<file path="src/rtl/tile_cfg_pkg.sv">
// tile_cfg_pkg: shared types and constants for the tile bl/wl configuration
// controller.
//   state_t     - controller FSM states
//   CRC16_POLY  - CRC-16-CCITT polynomial
//   CRC16_INIT  - CRC-16-CCITT seed
//   cnt_w()     - counter width for a counter that must hold 0..n-1 (min 1 bit)
package tile_cfg_pkg;

  typedef enum logic [2:0] {
    IDLE  = 3'd0,
    LOAD  = 3'd1,
    SETUP = 3'd2,
    PULSE = 3'd3,
    HOLD  = 3'd4,
    CRC   = 3'd5,
    DONE  = 3'd6
  } state_t;

  localparam logic [15:0] CRC16_POLY = 16'h1021;
  localparam logic [15:0] CRC16_INIT = 16'hFFFF;

  function automatic int cnt_w(input int n);
    return (n <= 2) ? 1 : $clog2(n);
  endfunction

endpackage

</file>
<file path="src/rtl/tile_cfg_crc16.sv">
// tile_cfg_crc16: CRC-16-CCITT over DATA_W-bit words, bits fed LSB first.
//   clk, rst : clock, async active-high reset (reset value CRC16_INIT)
//   clr      : reload CRC16_INIT
//   en       : fold data into the running CRC
//   data     : input word
//   crc      : running CRC value
module tile_cfg_crc16
  import tile_cfg_pkg::*;
#(
  parameter int DATA_W = 8
) (
  input  logic              clk,
  input  logic              rst,
  input  logic              clr,
  input  logic              en,
  input  logic [DATA_W-1:0] data,
  output logic [15:0]       crc
);

  logic [15:0] crc_nxt;

  // Bit-serial MSB-out shift register unrolled over one word; the word's
  // bit 0 enters first.
  always_comb begin
    crc_nxt = crc;
    for (int j = 0; j < DATA_W; j++) begin
      if (crc_nxt[15] ^ data[j]) crc_nxt = {crc_nxt[14:0], 1'b0} ^ CRC16_POLY;
      else                       crc_nxt = {crc_nxt[14:0], 1'b0};
    end
  end

  always_ff @(posedge clk or posedge rst) begin
    if (rst)      crc <= CRC16_INIT;
    else if (clr) crc <= CRC16_INIT;
    else if (en)  crc <= crc_nxt;
  end

endmodule

</file>
<file path="src/rtl/tile_blwl_cfg_ctrl.sv">
// tile_blwl_cfg_ctrl: programs a tile's memory-bank config cells row by row.
// Words arrive on a valid/ready stream, WPR = ceil(NUM_BL/DATA_W) of them form
// one row (bit j of word k -> bl[k*DATA_W+j]), then the row's wordline is
// strobed for WL_PULSE cycles between one-cycle SETUP and HOLD guard cycles.
//   prog_clk, pReset : clock, async active-high reset
//   cfg_start        : start pulse (ignored while busy)
//   cfg_abort        : synchronous abort back to IDLE
//   cfg_data/valid   : word stream in; cfg_ready high in LOAD (and CRC)
//   bl, wl           : bitline data and one-hot wordline strobe to the tile
//   cfg_busy         : any state but IDLE
//   cfg_done         : one-cycle pulse on successful completion
//   cfg_err          : sticky CRC mismatch, cleared by cfg_start
// Build option: define CFG_CRC_EN to check a trailing CRC-16 after the last
// row; without it cfg_err is tied 0 and no CRC logic exists.
module tile_blwl_cfg_ctrl
  import tile_cfg_pkg::*;
#(
  parameter int NUM_BL   = 80,
  parameter int NUM_WL   = 80,
  parameter int DATA_W   = 8,
  parameter int WL_PULSE = 2
) (
  input  logic              prog_clk,
  input  logic              pReset,
  input  logic              cfg_start,
  input  logic              cfg_abort,
  input  logic [DATA_W-1:0] cfg_data,
  input  logic              cfg_valid,
  output logic              cfg_ready,
  output logic [0:NUM_BL-1] bl,
  output logic [0:NUM_WL-1] wl,
  output logic              cfg_busy,
  output logic              cfg_done,
  output logic              cfg_err
);

  localparam int WPR    = (NUM_BL + DATA_W - 1) / DATA_W;
  localparam int CW     = (16 + DATA_W - 1) / DATA_W;
`ifdef CFG_CRC_EN
  localparam int WC_MAX = (WPR > CW) ? WPR : CW;
`else
  localparam int WC_MAX = WPR;
`endif
  localparam int ROW_W  = cnt_w(NUM_WL);
  localparam int WRD_W  = cnt_w(WC_MAX);
  localparam int PLS_W  = cnt_w(WL_PULSE);
  localparam int COL_W  = WPR * DATA_W;

  state_t             state;
  logic [ROW_W-1:0]   row;
  logic [WRD_W-1:0]   wcnt;
  logic [PLS_W-1:0]   pcnt;
  logic [COL_W-1:0]   col, col_nxt;
  logic               xfer;
  logic               last_row;

  assign xfer     = cfg_valid && cfg_ready;
  assign last_row = (row == ROW_W'(NUM_WL - 1));
  assign cfg_busy = (state != IDLE);

  // Column register with the current word merged in, so the last word of a
  // row reaches bl in the same edge that enters SETUP.
  for (genvar k = 0; k < WPR; k++) begin : g_col
    assign col_nxt[k*DATA_W +: DATA_W] =
      (wcnt == WRD_W'(k)) ? cfg_data : col[k*DATA_W +: DATA_W];
  end

`ifdef CFG_CRC_EN
  localparam int EXP_W = CW * DATA_W;

  logic [15:0]      crc;
  logic [EXP_W-1:0] exp_crc, exp_nxt;
  logic             crc_clr, crc_en, crc_ok;

  assign cfg_ready = (state == LOAD) || (state == CRC);
  assign crc_clr   = (state == IDLE) && cfg_start;
  // Only row data feeds the CRC; aborted transfers never count.
  assign crc_en    = (state == LOAD) && xfer && !cfg_abort;

  for (genvar k = 0; k < CW; k++) begin : g_exp
    assign exp_nxt[k*DATA_W +: DATA_W] =
      (wcnt == WRD_W'(k)) ? cfg_data : exp_crc[k*DATA_W +: DATA_W];
  end
  assign crc_ok = (exp_nxt[15:0] == crc);

  tile_cfg_crc16 #(.DATA_W(DATA_W)) u_crc (
    .clk  (prog_clk),
    .rst  (pReset),
    .clr  (crc_clr),
    .en   (crc_en),
    .data (cfg_data),
    .crc  (crc)
  );
`else
  assign cfg_ready = (state == LOAD);
  assign cfg_err   = 1'b0;
`endif

  always_ff @(posedge prog_clk or posedge pReset) begin
    if (pReset) begin
      state    <= IDLE;
      row      <= '0;
      wcnt     <= '0;
      pcnt     <= '0;
      col      <= '0;
      bl       <= '0;
      wl       <= '0;
      cfg_done <= 1'b0;
`ifdef CFG_CRC_EN
      cfg_err  <= 1'b0;
      exp_crc  <= '0;
`endif
    end else begin
      cfg_done <= 1'b0;
      if (state != IDLE && cfg_abort) begin
        // Abort wins over any transfer offered in the same cycle.
        state <= IDLE;
        wcnt  <= '0;
        bl    <= '0;
        wl    <= '0;
      end else begin
        case (state)
          IDLE: if (cfg_start) begin
            state   <= LOAD;
            row     <= '0;
            wcnt    <= '0;
`ifdef CFG_CRC_EN
            cfg_err <= 1'b0;
`endif
          end
          LOAD: if (xfer) begin
            col <= col_nxt;
            if (wcnt == WRD_W'(WPR - 1)) begin
              wcnt  <= '0;
              state <= SETUP;
              // Padding bits past NUM_BL in the last word are dropped here.
              for (int i = 0; i < NUM_BL; i++) bl[i] <= col_nxt[i];
            end else begin
              wcnt <= wcnt + 1'b1;
            end
          end
          SETUP: begin
            state   <= PULSE;
            pcnt    <= '0;
            wl[row] <= 1'b1;
          end
          PULSE: begin
            if (pcnt == PLS_W'(WL_PULSE - 1)) begin
              state <= HOLD;
              wl    <= '0;
            end else begin
              pcnt <= pcnt + 1'b1;
            end
          end
          HOLD: begin
            bl <= '0;
            if (last_row) begin
`ifdef CFG_CRC_EN
              state    <= CRC;
`else
              state    <= DONE;
              cfg_done <= 1'b1;
`endif
            end else begin
              row   <= row + 1'b1;
              state <= LOAD;
            end
          end
`ifdef CFG_CRC_EN
          CRC: if (xfer) begin
            exp_crc <= exp_nxt;
            if (wcnt == WRD_W'(CW - 1)) begin
              wcnt <= '0;
              if (crc_ok) begin
                state    <= DONE;
                cfg_done <= 1'b1;
              end else begin
                state   <= IDLE;
                cfg_err <= 1'b1;
              end
            end else begin
              wcnt <= wcnt + 1'b1;
            end
          end
`endif
          DONE:    state <= IDLE;
          default: state <= IDLE;
        endcase
      end
    end
  end

endmodule
</file>
<file path="config.mk">
export PLATFORM = sky130hd
export DESIGN_NAME = tile_blwl_cfg_ctrl
export DESIGN_NICKNAME = d
export VERILOG_FILES = /design/src/rtl/tile_cfg_pkg.sv /design/src/rtl/tile_cfg_crc16.sv /design/src/rtl/tile_blwl_cfg_ctrl.sv
export SDC_FILE = /design/constraint.sdc
export NUM_CORES = 1
export LEC_CHECK = 0
export ABC_AREA = 1
export CORE_ASPECT_RATIO = 0.75
export CORE_MARGIN = 2
export CORE_UTILIZATION = 35
export CTS_CLUSTER_DIAMETER = 120
export DETAILED_ROUTE_END_ITERATION = 16
export DONT_BUFFER_PORTS = 1
export SLEW_MARGIN = 10
export SYNTH_ARGS = -nofsm -noshare
export SYNTH_HDL_FRONTEND = slang
export SYNTH_SLANG_ARGS = --single-unit
</file>
<file path="constraint.sdc">
create_clock -name prog_clk -period 20.5 [get_ports prog_clk]
set_input_delay 2.05 -clock prog_clk [delete_from_list [all_inputs] [get_ports prog_clk]]
set_output_delay 2.05 -clock prog_clk [all_outputs]
set_load 0.03 [all_outputs]
</file>
==> impl_metrics.ini, run 1 <==
[outcome]
status = complete, no violations

[critical_path]
critPathMaxStageDelay_ns = 0.72
path_cells = inv_2, nand3_1, nor2_4, buf_4, clkinv_2, buf_4, nand2_1, nand2_1
crit_type = in -> reg
worst-path-buf-inv = 4
crit_family = buffers and inverters
worstPathRequired_ns = 20.92
crit_fanout = 81
cp.arrival_ns = 4.62
crit_path_end_kind = register
crit_path_top_delay_cell = clkinv_2
start_kind = input pin

[floorplan]
die-area_um2 = 35020
initial_utilization_pct = 35.30
core_um2 = 33240
die_h_um = 162.6
boundaryPins = 177
std_cell_rows = 58
dieWidth_um = 215.4

[routing]
first_pass_iters = 5
drc_errors = 0
wirelength_um = 31270
avgRoutedWirePerCell_um = 16.66
num_vias = 9429
antenna_left = 0
routed_via_density = 5.023
drtIter0Drc = 956

[min_path]
worstHoldPathType = reg -> reg

[timing]
clock_skew_ns = 0.01192
report.final.slew_viol_count = 0
worst_pin_slew_ns = 1.023
final.setup.tns_ns = 0
final.min_clock_period_ns = 4.197
grt_setup_unrepaired = false
setup_viol = 0
max_freq_mhz = 238.3
hold_viol = 0
fin_crit_sh_pct = 20.47
maxSlewHeadroom_pct = 31.25

[global_routing]
grt_pass1_wl_um = 49970
antenna_found_initial = 0
grt_usage_pct = 17.73
overflow = 0
grt_max_degree = 115
first_global_vias = 8644

[clocking]
insertion_delay_ns = 0.54
cts.sinks = 256
cts_tree = built
clockBufferDepth = 3
numCtsBuffers = 27
clk_pin_slew_worst_paths_ns = 0.06
htree_levels = 1
postCtsSetupBuffers = 0
root_buffer = clkbuf_16
cts_hold_buf = 0
cts_resized = 0

[cells_and_area]
mostFrequentLayoutCells = nand2_1, dfrtp_1, o21ai_0
drive_gt1_share_pct = 5.746
fin_util_pct = 38.87
area_growth_pct = 10.10
fin_nets = 1423
final_common_cell = nand2_1
diodes = 0

[yosys]
avgSynthCellArea_um2 = 8.081
synth_cell_types = 28
seq_area_frac_synth_pct = 54.60
ys_warn_count = 0
ys_seq_elements = 256
syn-num-nets = 1466
syn-instance-count = 1452
netlist_area_um2 = 11730

[placed_design]
gp_congestion = 0.7937
io_buffers = 0
hpwl_um = 19500

[flow_run]
drv_cap = 0

[power_and_ir_drop]
vdd_drop_max_mv = 0.06500
power.density_nw_per_um2 = 118.8
leakage_uw = 0.006108
-- final cells by class --
| cell class | instances | area (um2) |
|---|---|---|
| timing repair buffer | 7 | 52.55 |
| clock buffer | 38 | 777.0 |
| multi-input combinational | 1029 | 4602 |
| fill | 3379 | 20320 |
| tap | 450 | 563.0 |
| inverter | 88 | 339.1 |
| clock inverter | 9 | 178.9 |
| sequential | 256 | 6406 |
-- sequential cells by signal, indices dropped and copies added, names as in the netlist --
| register | flops |
|---|---|
| row | 7 |
| col | 80 |
| state | 3 |
| bl | 80 |
| wl | 80 |
| cfg_done | 1 |
| wcnt | 4 |
| pcnt | 1 |
-- worst register-to-register path, stage by stage, from the launching register on --
cell and delay (ns):
dfrtp_1 0.49, nor2_4 0.20, nand2_2 0.18, nand2_4 0.45, nand3_4 0.79, inv_2 0.93, o21ai_0 0.24
-- routing by layer --
layer	up-vias	GRT usage (%)	wire length [um]
li1	4587	-	-
met1	4525	26.60	15100
met2	257	25.32	13150
met3	60	4.183	2084
met4	0	5.047	931
met5	-	0	0
-- path summary, 6_finish.rpt --
path | cells after the start | end | slack, ns | startpoint
worst max-delay path | 8 | col[70]$_DFFE_PP0P_ | 16.30 | cfg_abort
worst min-delay path | 2 | col[6]$_DFFE_PP0P_ | 0.48 | col[6]$_DFFE_PP0P_
worst max register to register | 6 | wl[5]$_DFFE_PP0P_ | 17.06 | state[0]$_DFFE_PP0P_
max in group asynchronous | 2 | wl[21]$_DFFE_PP0P_ | 17.43 | pReset
min in group asynchronous | 1 | wl[18]$_DFFE_PP0P_ | 1.50 | pReset
worst min register to register | 2 | col[6]$_DFFE_PP0P_ | 0.48 | col[6]$_DFFE_PP0P_
-- per-stage QoR --
step	worst slack [ns]	total power, uW	instance area [um2]	hold WS, ns	std cells
after floorplan	11.41	964.4	11730	0.4493	1452
after global placement	15.76	1009	11960	0.4612	1830
after detailed placement	15.77	1012	11960	0.4652	1830
final	16.30	1534	12920	0.4789	1877
after global routing	16.05	1628	12920	0.4907	1877
after CTS	16.34	1556	12920	0.4819	1877
-- cell families (layout without fill, tap and decap cells) --
group / Yosys count / in the layout / synth area share, %
AOI/OAI and AO/OA: 268 / 268 / 12.66
adders and majority gates: 1 / 1 / 0.1066
buffers and inverters: 167 / 142 / 6.313
DFF: 256 / 256 / 54.60
other: 1 / 1 / 0.03196
and+or+nand+nor: 759 / 759 / 26.30
-- synth_stat cells --
master / instances / share of area [%]
conb_1: 1 / 0.032
o21ai_2: 11 / 0.82
o21bai_1: 40 / 2.6
ha_1: 1 / 0.11
nand2_1: 612 / 20
nor2_4: 2 / 0.19
buf_1: 4 / 0.13
buf_4: 7 / 0.45
nand3_4: 1 / 0.15
o21ai_0: 123 / 5.2
buf_6: 9 / 0.86
nand2_4: 1 / 0.096
clkbuf_1: 43 / 1.4
nand4_1: 33 / 1.8
o21ai_1: 50 / 2.1
inv_2: 8 / 0.26
nor3_1: 1 / 0.043
dfrtp_1: 256 / 55
nand3b_1: 2 / 0.13
o211ai_1: 1 / 0.064
nand3_1: 68 / 2.9
nor2_2: 4 / 0.21
inv_1: 80 / 2.6
a21oi_1: 43 / 1.8
nor2_1: 31 / 0.99
nand3_2: 1 / 0.085
nand2_2: 3 / 0.16
buf_2: 16 / 0.68
-- power by group --
part	leakage, uW	internal (uW)	switching (uW)	total [uW]
Combinational	0.00211	69.9	281	351
Sequential	0.00354	561	90.0	650
Clock	0.000461	326	207	533
Total	0.00611	956	578	1530
No activity file was read; power rests on OpenSTA's default activity.
==> run 2, diff against run 1 <==
ABC_AREA = 0   (was 1)
clock period = 3.65 ns   (was 20.5 ns; I/O delays follow)
==> run 2 against run 1 <==
Worst hold slack got worse by 0.45 ns. Highest routed layer unchanged. Cell area is 8.2% lower. Critical endpoint is now bl[7]$_DFFE_PP0P_. Synthesized cell count decreased by 41%. Clock power grew to 4.9 times the previous value. Critical path type is now reg -> reg.
==> impl_metrics.ini, run 2 <==
[clocking]
insertion_delay_ns = 0.54
cts_hold_buf = 10
clk_pin_slew_worst_paths_ns = 0.06
cts.sinks = 248
cts_tree = built
postCtsSetupBuffers = 0
numCtsBuffers = 26
htree_levels = 1
cts_resized = 0
root_buffer = clkbuf_16
clockBufferDepth = 3

[critical_path]
crit_path_end_kind = register
r2r_start = wcnt[2]$_DFFE_PP0P_
crit_fanout = 33
cp.arrival_ns = 3.02
rrSetupSlack_ns = 1.09
start_kind = register
r2r-end = bl[7]$_DFFE_PP0P_
worstPathRequired_ns = 4.11
ff2ff_path_depth = 5
crit_type = reg -> reg

[placed_design]
dp_slack_ns = 1.125
hpwl_um = 16440
gp_congestion = 0.7547
io_buffers = 0

[yosys]
avgSynthCellArea_um2 = 12.39
syn-instance-count = 852
synthTopCellsByCount = dfrtp_1, nor2_1, a31oi_1
yosys_most_used_dff = dfrtp_1
syn-num-nets = 866
synth_top_cell_area_share_pct = 58.80
yosys.area.top_type = dfrtp_1
synth.most_common_cell = dfrtp_1
ys_warn_count = 0
ys_seq_elements = 248
synth_cell_types = 56
netlist_area_um2 = 10550
synthTopCellsByArea = dfrtp_1, mux2i_1, mux2_2
async_flop_share_pct = 100.0
seq_area_frac_synth_pct = 58.80
synth_edf_count = 0

[routing]
drc_errors = 0
num_vias = 6953
wirelength_um = 28840
first_pass_iters = 6
avgRoutedWirePerCell_um = 23.15
antenna_left = 0
routed_via_density = 5.580
drtIter0Drc = 423

[cells_and_area]
top_regs = bl (80), wl (80), col (72)
drive_gt1_share_pct = 17.49
fin_nets = 845
final_common_cell = dfrtp_1
mostFrequentLayoutCells = dfrtp_1, nor2_1, a31oi_1
area_growth_pct = 12.38

[floorplan]
die-area_um2 = 31570
die_h_um = 154.4
core_um2 = 29940
initial_utilization_pct = 35.26
boundaryPins = 177
std_cell_rows = 55
dieWidth_um = 204.5

[global_routing]
overflow = 0
first_global_vias = 6781
grt_max_degree = 157
antenna_found_initial = 0
grt_usage_pct = 18.11
grt_pass1_wl_um = 44090

[timing]
maxSlewHeadroom_pct = 20.49
report.final.slew_viol_count = 0
fin_crit_sh_pct = 70.18
worst_slack_ns = 1.088
max_freq_mhz = 390.4
final.setup.tns_ns = 0
final.min_clock_period_ns = 2.562
hold_viol = 0
setup_viol = 0
worst_pin_slew_ns = 1.182
grt_setup_unrepaired = false
clock_skew_ns = 0.01520

[power_and_ir_drop]
leakage_uw = 0.005400
power.density_nw_per_um2 = 602.0
vdd_drop_max_mv = 0.3617

[outcome]
status = complete, no violations

[min_path]
worstHoldPathType = in -> reg
hold_start = cfg_data[7]
hold_path_depth = 2
min_to = bl[15]$_DFFE_PP0P_

[flow_run]
drv_cap = 0
==> run 2: cell types whose count changed after synthesis, moves of 26 or more <==
cell | previous run | this run
a21oi_1 | 43 | 3
o2bb2ai_1 | 0 | 72
o21ai_0 | 123 | 6
a31oi_1 | 0 | 80
nor2_1 | 31 | 91
nand2_1 | 612 | 12
o21ai_1 | 50 | 2
mux2_2 | 0 | 59
mux2i_1 | 0 | 74
inv_1 | 80 | 8
buf_2 | 16 | 42
nand4_1 | 33 | 1
nand3_1 | 68 | 2
o21bai_1 | 40 | 0
==> run 2: metal layers <==
metal / vias up / routed length (um) / global-route usage, %
li1: 3073 / - / -
met4: 0 / 393 / 3.520
met1: 3654 / 13650 / 27.10
met2: 197 / 12750 / 26.38
met3: 29 / 2050 / 4.804
met5: - / 0 / 0
==> run 2: where the power goes <==
group / internal, uW / total (uW) / switching (uW)
Combinational: 436 / 1460 / 1020
Clock: 1510 / 2620 / 1110
Sequential: 2910 / 3060 / 155
Total: 4850 / 7140 / 2290
==> run 2: worst max-delay path, cell delays in order (launching register included) <==
cell and delay [ns]:
dfrtp_1 0.62, nand4bb_1 0.30, nor3b_1 0.11, o221ai_4 0.77, buf_4 0.48, o2bb2ai_1 0.16
==> run 2: cell type report <==
type                            instances  area, um2
Antenna cell                            1      2.502
Clock buffer                           33      706.9
Clock inverter                         10      120.1
Fill cell                            2830      18070
Inverter                                8      33.78
Multi-Input combinational cell        518       4024
Sequential cell                       248       6206
Tap cell                              399      499.2
Timing Repair Buffer                   29      267.8
==> run 2: kinds of logic after synthesis <==
logic type | after synthesis | share of synthesized area [%]
fa+ha+maj | 1 | 0.1185
compound gates | 193 | 13.57
mux | 148 | 14.91
other cells | 1 | 0.03553
buf+inv | 86 | 3.817
simple gates | 175 | 8.738
flops | 248 | 58.80
==> run 2: metrics by stage <==
stage	utilization [%]	instances	hold slack [ns]	cell area [um2]	total power [uW]
5_1_grt	39.61	1245	0.004907	11860	7454
6_report	39.62	1246	0.03150	11860	7139
3_5_place_dp	36.50	1192	0.4627	10930	4532
2_1_floorplan	-	852	0.4635	10560	4190
3_3_place_gp	36.50	1192	0.4603	10930	4511
4_1_cts	39.59	1245	0.001872	11850	7198
==> run 2: worst max path at each step <==
stage / start / end / slack (ns) / cells after the start
after global routing: wcnt[2]$_DFFE_PP0P_ / bl[40]$_DFFE_PP0P_ / 0.87 / 5
after global placement: state[2]$_DFFE_PP0P_ / bl[10]$_DFFE_PP0P_ / 1.19 / 5
after CTS: wcnt[2]$_DFFE_PP0P_ / bl[51]$_DFFE_PP0P_ / 1.10 / 5
final: wcnt[2]$_DFFE_PP0P_ / bl[7]$_DFFE_PP0P_ / 1.09 / 5
after detailed placement: wcnt[2]$_DFFE_PP0P_ / bl[51]$_DFFE_PP0P_ / 1.13 / 5
after floorplan: pReset / bl[0]$_DFFE_PP0P_ / 0.03 / 1
==> run 3, diff against run 2 <==
clock period = 2.7 ns   (was 3.65 ns; I/O delays follow)
==> run 3 against run 2 <==
Power grew 43%. Worst hold slack gained 0.060 ns. Utilization grew 1.1 points. First-iteration DRC count grew 1.4%. Wire length shrank 6.8%. Count of clock-buffer cells in the layout grew 1. Combinational power grew 47%. Critical endpoint is now cfg_ready. Largest power group unchanged.
==> impl_metrics.ini, run 3 (synthesis gave the netlist of run 2 again) <==
[clocking]
clockBufferDepth = 3
postCtsSetupBuffers = 0
cts.sinks = 248
cts_tree = built
htree_levels = 1
numCtsBuffers = 26
insertion_delay_ns = 0.54
cts_hold_buf = 11
cts_resized = 0
root_buffer = clkbuf_16
clk_pin_slew_worst_paths_ns = 0.06

[cells_and_area]
design_area_um2 = 12180
multi_input_area_um2 = 4014
fin_nets = 862
fill_cells = 2818
mostFrequentLayoutCells = dfrtp_1, nor2_1, a31oi_1
top_regs = bl (80), wl (80), col (72)
final_common_cell = dfrtp_1
diodes = 0
fin_cells = 1267
drive_gt1_share_pct = 19.35
area_growth_pct = 15.42
register_area_um2 = 6206

[routing]
drtIter0Drc = 429
num_vias = 6876
drc_errors = 0
first_pass_iters = 4
routed_via_density = 5.427
wirelength_um = 26880
antenna_left = 0
avgRoutedWirePerCell_um = 21.21

[placed_design]
placed_cell_area_um2 = 11130
gp_congestion = 0.7433
dp_cells = 1208
io_buffers = 0
hpwl_um = 16820

[timing]
final.setup.tns_ns = 0
grt_setup_unrepaired = false
maxSlewHeadroom_pct = 36.59
max_freq_mhz = 463.3
setup_viol = 0
fin_crit_sh_pct = 79.95
worst_pin_slew_ns = 0.9480
final.min_clock_period_ns = 2.159
report.final.slew_viol_count = 0
clock_skew_ns = 0.01058
hold_viol = 0

[critical_path]
rrSetupSlack_ns = 0.60
ff2ff_path_depth = 5
start_kind = register
cp.arrival_ns = 1.89
crit_path_top_delay_cell = dfrtp_1
crit_path_end_kind = primary output
worst-path-buf-inv = 2
crit_family = flip-flops
crit_fanout = 13
crit_type = reg -> out
r2r_start = wcnt[2]$_DFFE_PP0P_
path_cells = inv_1, nor3_1, buf_4
critPathMaxStageDelay_ns = 0.57
worstPathRequired_ns = 2.43
r2r-end = bl[79]$_DFFE_PP0P_

[global_routing]
grt_pass1_wl_um = 41830
grt_max_degree = 81
antenna_found_initial = 0
grt_usage_pct = 16.97
overflow = 0
first_global_vias = 6626

[min_path]
worstHoldPathType = in -> reg
min_to = wcnt[0]$_DFFE_PP0P_
hold_path_depth = 3
hold_start = cfg_start

[outcome]
status = complete, no violations

[power_and_ir_drop]
leakage_uw = 0.005574
power.density_nw_per_um2 = 838.5
total_power_uw = 10210
vdd_drop_max_mv = 0.6392

[floorplan]
boundaryPins = 177
dieWidth_um = 204.5
core_um2 = 29940
initial_utilization_pct = 35.26
die_h_um = 154.4
die-area_um2 = 31570
std_cell_rows = 55

[flow_run]
drv_cap = 0
## run 3: final cells by class
type / instances / area share [%]
Clock inverter: 14 / 1.654
Timing Repair Buffer: 46 / 3.985
Inverter: 8 / 0.2773
Sequential cell: 248 / 50.94
Tap cell: 399 / 4.098
Multi-Input combinational cell: 518 / 32.95
Clock buffer: 34 / 6.091
## run 3: worst max path at each step
stage          cells past startpoint  slack, ns             endpoint            startpoint
3_3_place_gp                       5       0.67  col[38]$_DFFE_PP0P_  state[0]$_DFFE_PP0P_
2_1_floorplan                      1      -0.83    bl[0]$_DFFE_PP0P_                pReset
5_1_grt                            3       0.42            cfg_ready  state[0]$_DFFE_PP0P_
6_report                           3       0.54            cfg_ready  state[0]$_DFFE_PP0P_
4_1_cts                            3       0.51            cfg_ready  state[0]$_DFFE_PP0P_
3_5_place_dp                       5       0.63  col[27]$_DFFE_PP0P_  state[0]$_DFFE_PP0P_
## run 3: layer usage
metal | vias to the layer above | wire length [um] | global-route usage [%] | part of all wire, %
li1 | 3126 | - | - | -
met1 | 3536 | 12810 | 25.64 | 48
met2 | 168 | 11850 | 24.44 | 44
met3 | 46 | 1618 | 4.298 | 6.0
met4 | 0 | 588 | 3.658 | 2.2
met5 | - | 0 | 0 | 0
## run 3: worst min-delay path, stage by stage
cell and delay (ns):
nor2_1 0.06, o21ai_0 0.14, o21ai_0 0.11
## run 3: per-stage QoR
| stage | utilization, % | worst slack (ns) | hold WS [ns] |
|---|---|---|---|
| floorplan | - | -0.8297 | 0.4518 |
| global placement | 37.17 | 0.6664 | 0.3250 |
| detailed placement | 37.17 | 0.6309 | 0.3216 |
| CTS | 40.69 | 0.5101 | 0.07977 |
| global route | 40.69 | 0.4188 | 0.1520 |
| finish | 40.69 | 0.5414 | 0.09127 |
## run 3: where the power goes
group          switching (uW)  internal, uW
Sequential                203          3930
Clock                    1530          2410
Combinational            1420           720
